File: src/rtl/task_admit_scheduler.sv
// Task admission front-end: round-robin arbitration of push/pop task requests,
// per-tree occupancy filtering, and round-robin writes into the per-RPU TaskFIFOs.
module task_admit_scheduler #(
  parameter int unsigned PTW      = 16,
  parameter int unsigned MTW      = 16,
  parameter int unsigned PLW      = 8,
  parameter int unsigned LEVEL    = 4,
  parameter int unsigned TREE_NUM = 4,
  parameter int unsigned NREQ     = 4,
  parameter int unsigned CNTW     = 10,
  localparam int unsigned DW = PTW + MTW + PLW,
  localparam int unsigned TB = (TREE_NUM > 1) ? $clog2(TREE_NUM) : 1,
  localparam int unsigned EW = DW + 2*TB + 2
) (
  input  logic                     i_clk,
  input  logic                     i_arst_n,
  input  logic                     i_enable,
  input  logic [NREQ-1:0]          i_req_valid,
  output logic [NREQ-1:0]          o_req_ready,
  input  logic [NREQ-1:0]          i_req_push,
  input  logic [NREQ-1:0]          i_req_pop,
  input  logic [TB*NREQ-1:0]       i_req_push_tree,
  input  logic [TB*NREQ-1:0]       i_req_pop_tree,
  input  logic [DW*NREQ-1:0]       i_req_data,
  input  logic [LEVEL-1:0]         i_TaskFIFO_full,
  output logic [LEVEL-1:0]         o_TaskFIFO_wr,
  output logic [EW*LEVEL-1:0]      o_TaskFIFO_data,
  output logic [CNTW*TREE_NUM-1:0] o_tree_cnt,
  output logic                     o_err_pop_empty,
  output logic                     o_err_push_full,
  output logic [TB-1:0]            o_err_tree
);

  localparam int unsigned RW = (NREQ > 1) ? $clog2(NREQ) : 1;
  localparam int unsigned LW = (LEVEL > 1) ? $clog2(LEVEL) : 1;
  localparam logic [CNTW-1:0] CNT_MAX = '1;

  logic [RW-1:0]   rr_ptr;
  logic [LW-1:0]   tgt_ptr;
  logic [CNTW-1:0] cnt_q  [TREE_NUM];
  logic [EW-1:0]   data_q [LEVEL];

  logic [TB-1:0]   push_tree_a [NREQ];
  logic [TB-1:0]   pop_tree_a  [NREQ];
  logic [DW-1:0]   data_a      [NREQ];

  logic            req_found;
  logic [RW-1:0]   req_sel;
  logic            tgt_found;
  logic [LW-1:0]   tgt_sel;
  logic            grant;

  logic            sel_push;
  logic            sel_pop;
  logic [TB-1:0]   sel_pt;
  logic [TB-1:0]   sel_qt;
  logic [DW-1:0]   sel_data;
  logic            same_tree;
  logic            push_ok;
  logic            pop_ok;
  logic            do_write;
  logic [EW-1:0]   entry;
  logic [TREE_NUM-1:0] cnt_inc;
  logic [TREE_NUM-1:0] cnt_dec;

  function automatic logic [RW-1:0] req_at(input logic [RW-1:0] base, input int unsigned off);
    return RW'((32'(base) + off) % NREQ);
  endfunction

  function automatic logic [LW-1:0] fifo_at(input logic [LW-1:0] base, input int unsigned off);
    return LW'((32'(base) + off) % LEVEL);
  endfunction

  // Unpack the flat per-requester fields
  always_comb begin
    for (int unsigned r = 0; r < NREQ; r++) begin
      push_tree_a[r] = i_req_push_tree[r*TB +: TB];
      pop_tree_a[r]  = i_req_pop_tree[r*TB +: TB];
      data_a[r]      = i_req_data[r*DW +: DW];
    end
  end

  // Circular search for the next requester and the next writable FIFO
  always_comb begin
    req_found = 1'b0;
    req_sel   = '0;
    tgt_found = 1'b0;
    tgt_sel   = '0;
    for (int unsigned i = 0; i < NREQ; i++) begin
      if (!req_found && i_req_valid[req_at(rr_ptr, i)]) begin
        req_found = 1'b1;
        req_sel   = req_at(rr_ptr, i);
      end
    end
    // a FIFO being written this cycle is skipped to avoid back-to-back writes
    for (int unsigned i = 0; i < LEVEL; i++) begin
      if (!tgt_found && !i_TaskFIFO_full[fifo_at(tgt_ptr, i)] && !o_TaskFIFO_wr[fifo_at(tgt_ptr, i)]) begin
        tgt_found = 1'b1;
        tgt_sel   = fifo_at(tgt_ptr, i);
      end
    end
  end

  assign grant = i_enable & req_found & tgt_found;

  // Combinational accept strobe for the granted requester
  always_comb begin
    o_req_ready = '0;
    if (grant) o_req_ready[req_sel] = 1'b1;
  end

  // Admission against the occupancy model and entry packing
  always_comb begin
    sel_push  = i_req_push[req_sel];
    sel_pop   = i_req_pop[req_sel];
    sel_pt    = push_tree_a[req_sel];
    sel_qt    = pop_tree_a[req_sel];
    sel_data  = data_a[req_sel];
    same_tree = (sel_pt == sel_qt);
    // a push and pop on the same tree cancel, so each validates the other
    push_ok   = sel_push & ((cnt_q[sel_pt] != CNT_MAX) | (same_tree & sel_pop));
    pop_ok    = sel_pop  & ((cnt_q[sel_qt] != '0)      | (same_tree & sel_push));
    do_write  = grant & (push_ok | pop_ok);
    entry     = {push_ok, pop_ok,
                 push_ok ? sel_pt : TB'(0),
                 pop_ok  ? sel_qt : TB'(0),
                 push_ok ? sel_data : DW'(0)};
    for (int unsigned t = 0; t < TREE_NUM; t++) begin
      cnt_inc[t] = grant & push_ok & (sel_pt == TB'(t));
      cnt_dec[t] = grant & pop_ok  & (sel_qt == TB'(t));
    end
  end

  // Round-robin pointers advance past the granted requester and FIFO
  always_ff @(posedge i_clk or negedge i_arst_n) begin
    if (!i_arst_n) begin
      rr_ptr  <= '0;
      tgt_ptr <= '0;
    end else if (grant) begin
      rr_ptr  <= req_at(req_sel, 1);
      tgt_ptr <= fifo_at(tgt_sel, 1);
    end
  end

  // Registered one-cycle FIFO write; unwritten FIFOs keep their data
  always_ff @(posedge i_clk or negedge i_arst_n) begin
    if (!i_arst_n) begin
      o_TaskFIFO_wr <= '0;
      for (int unsigned k = 0; k < LEVEL; k++) data_q[k] <= '0;
    end else begin
      o_TaskFIFO_wr <= '0;
      if (do_write) begin
        o_TaskFIFO_wr[tgt_sel] <= 1'b1;
        data_q[tgt_sel]        <= entry;
      end
    end
  end

  // Error pulses for dropped request parts
  always_ff @(posedge i_clk or negedge i_arst_n) begin
    if (!i_arst_n) begin
      o_err_pop_empty <= 1'b0;
      o_err_push_full <= 1'b0;
      o_err_tree      <= '0;
    end else begin
      o_err_push_full <= grant & sel_push & ~push_ok;
      o_err_pop_empty <= grant & sel_pop & ~pop_ok;
      if (grant & sel_push & ~push_ok)    o_err_tree <= sel_pt;
      else if (grant & sel_pop & ~pop_ok) o_err_tree <= sel_qt;
      else                                o_err_tree <= '0;
    end
  end

  // Per-tree occupancy counters
  always_ff @(posedge i_clk or negedge i_arst_n) begin
    if (!i_arst_n) begin
      for (int unsigned t = 0; t < TREE_NUM; t++) cnt_q[t] <= '0;
    end else begin
      for (int unsigned t = 0; t < TREE_NUM; t++) begin
        if (cnt_inc[t] && !cnt_dec[t])      cnt_q[t] <= cnt_q[t] + CNTW'(1);
        else if (cnt_dec[t] && !cnt_inc[t]) cnt_q[t] <= cnt_q[t] - CNTW'(1);
      end
    end
  end

  // Flatten FIFO data and counters onto the output buses
  always_comb begin
    for (int unsigned k = 0; k < LEVEL; k++) o_TaskFIFO_data[k*EW +: EW] = data_q[k];
    for (int unsigned t = 0; t < TREE_NUM; t++) o_tree_cnt[t*CNTW +: CNTW] = cnt_q[t];
  end

endmodule

File: config.mk
export PLATFORM = sky130hd
export DESIGN_NAME = task_admit_scheduler
export DESIGN_NICKNAME = d
export VERILOG_FILES = /design/src/rtl/task_admit_scheduler.sv
export SDC_FILE = /design/constraint.sdc
export NUM_CORES = 1
export LEC_CHECK = 0
export BUFFER_PORTS_ARGS = -buffer_cell sky130_fd_sc_hd__buf_2
export CORE_AREA = 2 2 168 170
export CTS_CLUSTER_SIZE = 24
export DETAILED_ROUTE_END_ITERATION = 8
export DIE_AREA = 0 0 170 172
export GPL_TIMING_DRIVEN = 0
export PLACE_DENSITY_LB_ADDON = 0.2
export SYNTH_ARGS = -nofsm -noshare
export SYNTH_HDL_FRONTEND = slang
export SYNTH_SLANG_ARGS = --single-unit
File: constraint.sdc
create_clock -name i_clk -period 6.32 [get_ports i_clk]
set_input_delay 1.264 -clock i_clk [delete_from_list [all_inputs] [get_ports i_clk]]
set_output_delay 1.264 -clock i_clk [all_outputs]
set_load 0.1 [all_outputs]
==> impl_metrics.tcl <==
set metrics [dict create \
    fin_nets 1899 \
    finClkSkew_ns 0.0119 \
    routed_via_density 5.90 \
    r2r_slack_ns 0.71 \
    drv_cap 0 \
    fin_ws_ns 0.285 \
    ctsHoldBuffers 0 \
    cts_tree "yes" \
    synth_top_family_by_area "compound AO/OA/AOI/OAI gates" \
    wl_per_cell_um 22.2 \
    cp_max_fo 9 \
    worstMarginPinSlew_ns 0.972 \
    dpl.hpwl_um 34400 \
    wl_met2_um 22100 \
    cp_top_family "compound AO/OA/AOI/OAI gates" \
    rsz0062_at_grt "true" \
    syn2layout_area_growth_pct 29.6 \
    grt_remaining_overflow 0 \
    drc 0 \
    cts_max_level 1 \
    core.rowCount 61 \
    synth_edf_count 0 \
    cp-start-kind "primary input" \
    yosys.area_share.adder 0.0514 \
    synth-seq-cells 236 \
    totalWireLength_um 45000 \
    critPathBufInv 3 \
    io_buffers 430 \
    grt_pass1_wl_um 64700 \
    fmax_mhz 166 \
    nFillCells 2428 \
    syn_area_per_cell_um2 10.3 \
    grt_start_max_net_pins 120 \
    detail-route-antenna-nets 0 \
    dp_slack_ns -1.18 \
    cp.arrival_ns 6.44 \
    clk_latency_ns 0.53 \
    critical_path.cell_chain "buf_2 -> nand2b_1 -> a211oi_4 -> nor2_4 -> buf_4 -> and3_1 -> o211a_1 -> or4b_4 -> o211ai_1 -> nor2b_1 -> nand3_1 -> ha_1 -> inv_2 -> ha_1 -> a21o_1 -> a21oi_1 -> nand2b_1 -> a21oi_1 -> o41ai_2 -> o21ai_1 -> xnor2_1 -> nor2_1 -> xor2_1" \
    async_reset_ff_frac 1.00 \
    clkSinkCount 236 \
    drv_slew 0 \
    routabilityCongestion 0.932 \
    synth_compound_area_frac 0.240 \
    yosys_warnings 0 \
    synth_ff_type "dfrtp_1" \
    final-hold-violation-count 0 \
    synth.area.mux_share 0.00959 \
    grt_use_total 0.291 \
    crit_path_end_kind "flop" \
    wl_met3_um 4270 \
    yosys.area_share.simple 0.144 \
    antenna_found_initial 3 \
    drive_gt1_frac 0.329 \
    period_needed_ns 6.04 \
    fin_util 0.578 \
    synthXorXnorAreaFrac 0.0257 \
    synthesis.nets 1434 \
    start_util 0.446 \
    slowest_delay_ns 0.57 \
    status "finished clean" \
    numCtsBuffers 26 \
    setup_violations 0 \
    core-area_um2 27500 \
    grt_pass1_vias 11100 \
    die_area_um2 29200 \
    crit_type "in2reg" \
    cpMaxStageDelayCell "or4b_4" \
    fp.dieW_um 170 \
    min_path_type "reg2reg" \
    dr.max_layer_used "met4" \
    die_h_um 172 \
    io_pins 431 \
    via_count 11900 \
    clk_pin_slew_ns 0.06 \
    dr.pass1.iters 5 \
    ys_types 57 \
    slew_headroom 0.349 \
    clockBufferDepth 3 \
    cts_root_buf "clkbuf_16" \
    worst_ep_required_time_ns 6.73 \
    m1WireLength_um 17000 \
    synthCells 1191 \
    netlist_area_um2 12300 \
    post-route-period-util 0.955 \
    drt_iter0_drc 938 \
    synth.yosys.seq_area_share 0.482 \
]
## final timing paths
kind / from / to / cells after the start
setup reg to reg: rr_ptr[0] / o_tree_cnt[9] / 22
min in group asynchronous: i_arst_n / o_TaskFIFO_data[97] / 1
setup / recovery: i_req_valid[3] / o_tree_cnt[9] / 23
hold / removal: o_TaskFIFO_data[30] / o_TaskFIFO_data[30] / 1
hold reg to reg: o_TaskFIFO_data[30] / o_TaskFIFO_data[30] / 1
max in group asynchronous: i_arst_n / o_TaskFIFO_data[166] / 2
## routing by layer
metal	track usage	vias up
met2	0.498	532
met3	0.0863	96
met1	0.351	5909
met4	0.105	0
li1	-	5403
met5	0	-
## synthesized netlist by cell type, types with 8 or more instances
| cell type | number | area, um2 |
|---|---|---|
| dfrtp_1 | 236 | 5910 |
| nand2_1 | 211 | 792 |
| a32o_1 | 172 | 1720 |
| clkbuf_1 | 58 | 218 |
| o21ai_0 | 52 | 260 |
| and3_1 | 48 | 300 |
| ha_1 | 44 | 551 |
| a31oi_1 | 40 | 250 |
| nor2_1 | 35 | 131 |
| inv_1 | 31 | 116 |
| xor2_1 | 24 | 210 |
| a21oi_1 | 22 | 110 |
| buf_2 | 20 | 100 |
| nand3_1 | 15 | 75.1 |
| nor3_1 | 14 | 70.1 |
| xnor2_1 | 12 | 105 |
| nand2b_1 | 11 | 68.8 |
| a21o_1 | 10 | 75.1 |
| o21a_1 | 10 | 75.1 |
| o21bai_1 | 9 | 67.6 |
| buf_6 | 8 | 90.1 |
| nand4_1 | 8 | 50.1 |
## cell families after synthesis
group / Yosys count
simple gates: 378
compound gates: 355
flops: 236
buf+inv: 127
fa+ha+maj: 48
xor+xnor: 36
mux: 11
## through the flow
step / TNS, ns / hold slack (ns) / cells / instance area [um2]
after floorplan: 0 / 0.542 / 1191 / 12300
after global placement: -59.73 / 0.469 / 1967 / 14800
after detailed placement: -12.40 / 0.475 / 1968 / 14900
after CTS: 0 / 0.489 / 2021 / 15800
after global routing: -0.0428 / 0.497 / 2024 / 15900
final: 0 / 0.485 / 2025 / 15900
## cell type report
| cell class | count | area, um2 | area share |
|---|---|---|---|
| diodes | 3 | 7.51 | 0.000472 |
| plain buffers | 93 | 445 | 0.0280 |
| clock buffers | 41 | 788 | 0.0496 |
| clock inverters | 7 | 95.1 | 0.00598 |
| inverters | 33 | 126 | 0.00795 |
| multi-input cells | 828 | 5850 | 0.368 |
| flip-flops and latches | 236 | 5910 | 0.372 |
| well taps | 346 | 433 | 0.0272 |
| repair buffers | 438 | 2240 | 0.141 |
## sequential cells by signal, indices dropped and copies added (netlist names)
name / count
o_TaskFIFO_data: 184
o_tree_cnt: 40
o_TaskFIFO_wr: 4
o_err_tree: 2
rr_ptr: 2
tgt_ptr: 2
o_err_pop_empty: 1
o_err_push_full: 1
## worst register-to-register path, cell delays in order (launching register included)
cell and delay, ns:
dfrtp_1 0.49, nand2b_1 0.16, a211oi_4 0.37, nor2_4 0.13
buf_4 0.18, and3_1 0.22, o211a_1 0.24, or4b_4 0.57
o211ai_1 0.35, nor2b_1 0.45, nand3_1 0.14, ha_1 0.24
inv_2 0.17, ha_1 0.26, a21o_1 0.17, a21oi_1 0.20
nand2b_1 0.14, a21oi_1 0.10, o41ai_2 0.39, o21ai_1 0.14
xnor2_1 0.16, nor2_1 0.07, xor2_1 0.15
## layout by cell type (no fill, tap or decap), types with 9 or more instances in the layout
| master | netlist | layout |
|---|---|---|
| buf_2 | 20 | 449 |
| dfrtp_1 | 236 | 236 |
| nand2_1 | 211 | 211 |
| a32o_1 | 172 | 172 |
| clkbuf_1 | 58 | 66 |
| o21ai_0 | 52 | 50 |
| and3_1 | 48 | 48 |
| ha_1 | 44 | 43 |
| a31oi_1 | 40 | 40 |
| nor2_1 | 35 | 32 |
| inv_1 | 31 | 27 |
| clkbuf_16 | 0 | 27 |
| xor2_1 | 24 | 24 |
| a21oi_1 | 22 | 21 |
| nand3_1 | 15 | 15 |
| nor3_1 | 14 | 14 |
| buf_4 | 5 | 12 |
| xnor2_1 | 12 | 12 |
| nand2b_1 | 11 | 11 |
| a21o_1 | 10 | 10 |
| o21a_1 | 10 | 10 |
| o21bai_1 | 9 | 9 |
## repair_timing
| action | CTS | global route |
|---|---|---|
| gates resized for setup | 7 | 14 |
| hold endpoints to repair | 0 | 0 |
| pin swaps | 4 | 3 |
| endpoints found under the setup margin | 12 | 11 |
| setup buffers | 5 | 2 |
Power is not shown: default switching activity piles up to over one toggle a cycle in this logic, so the estimate is an artifact.
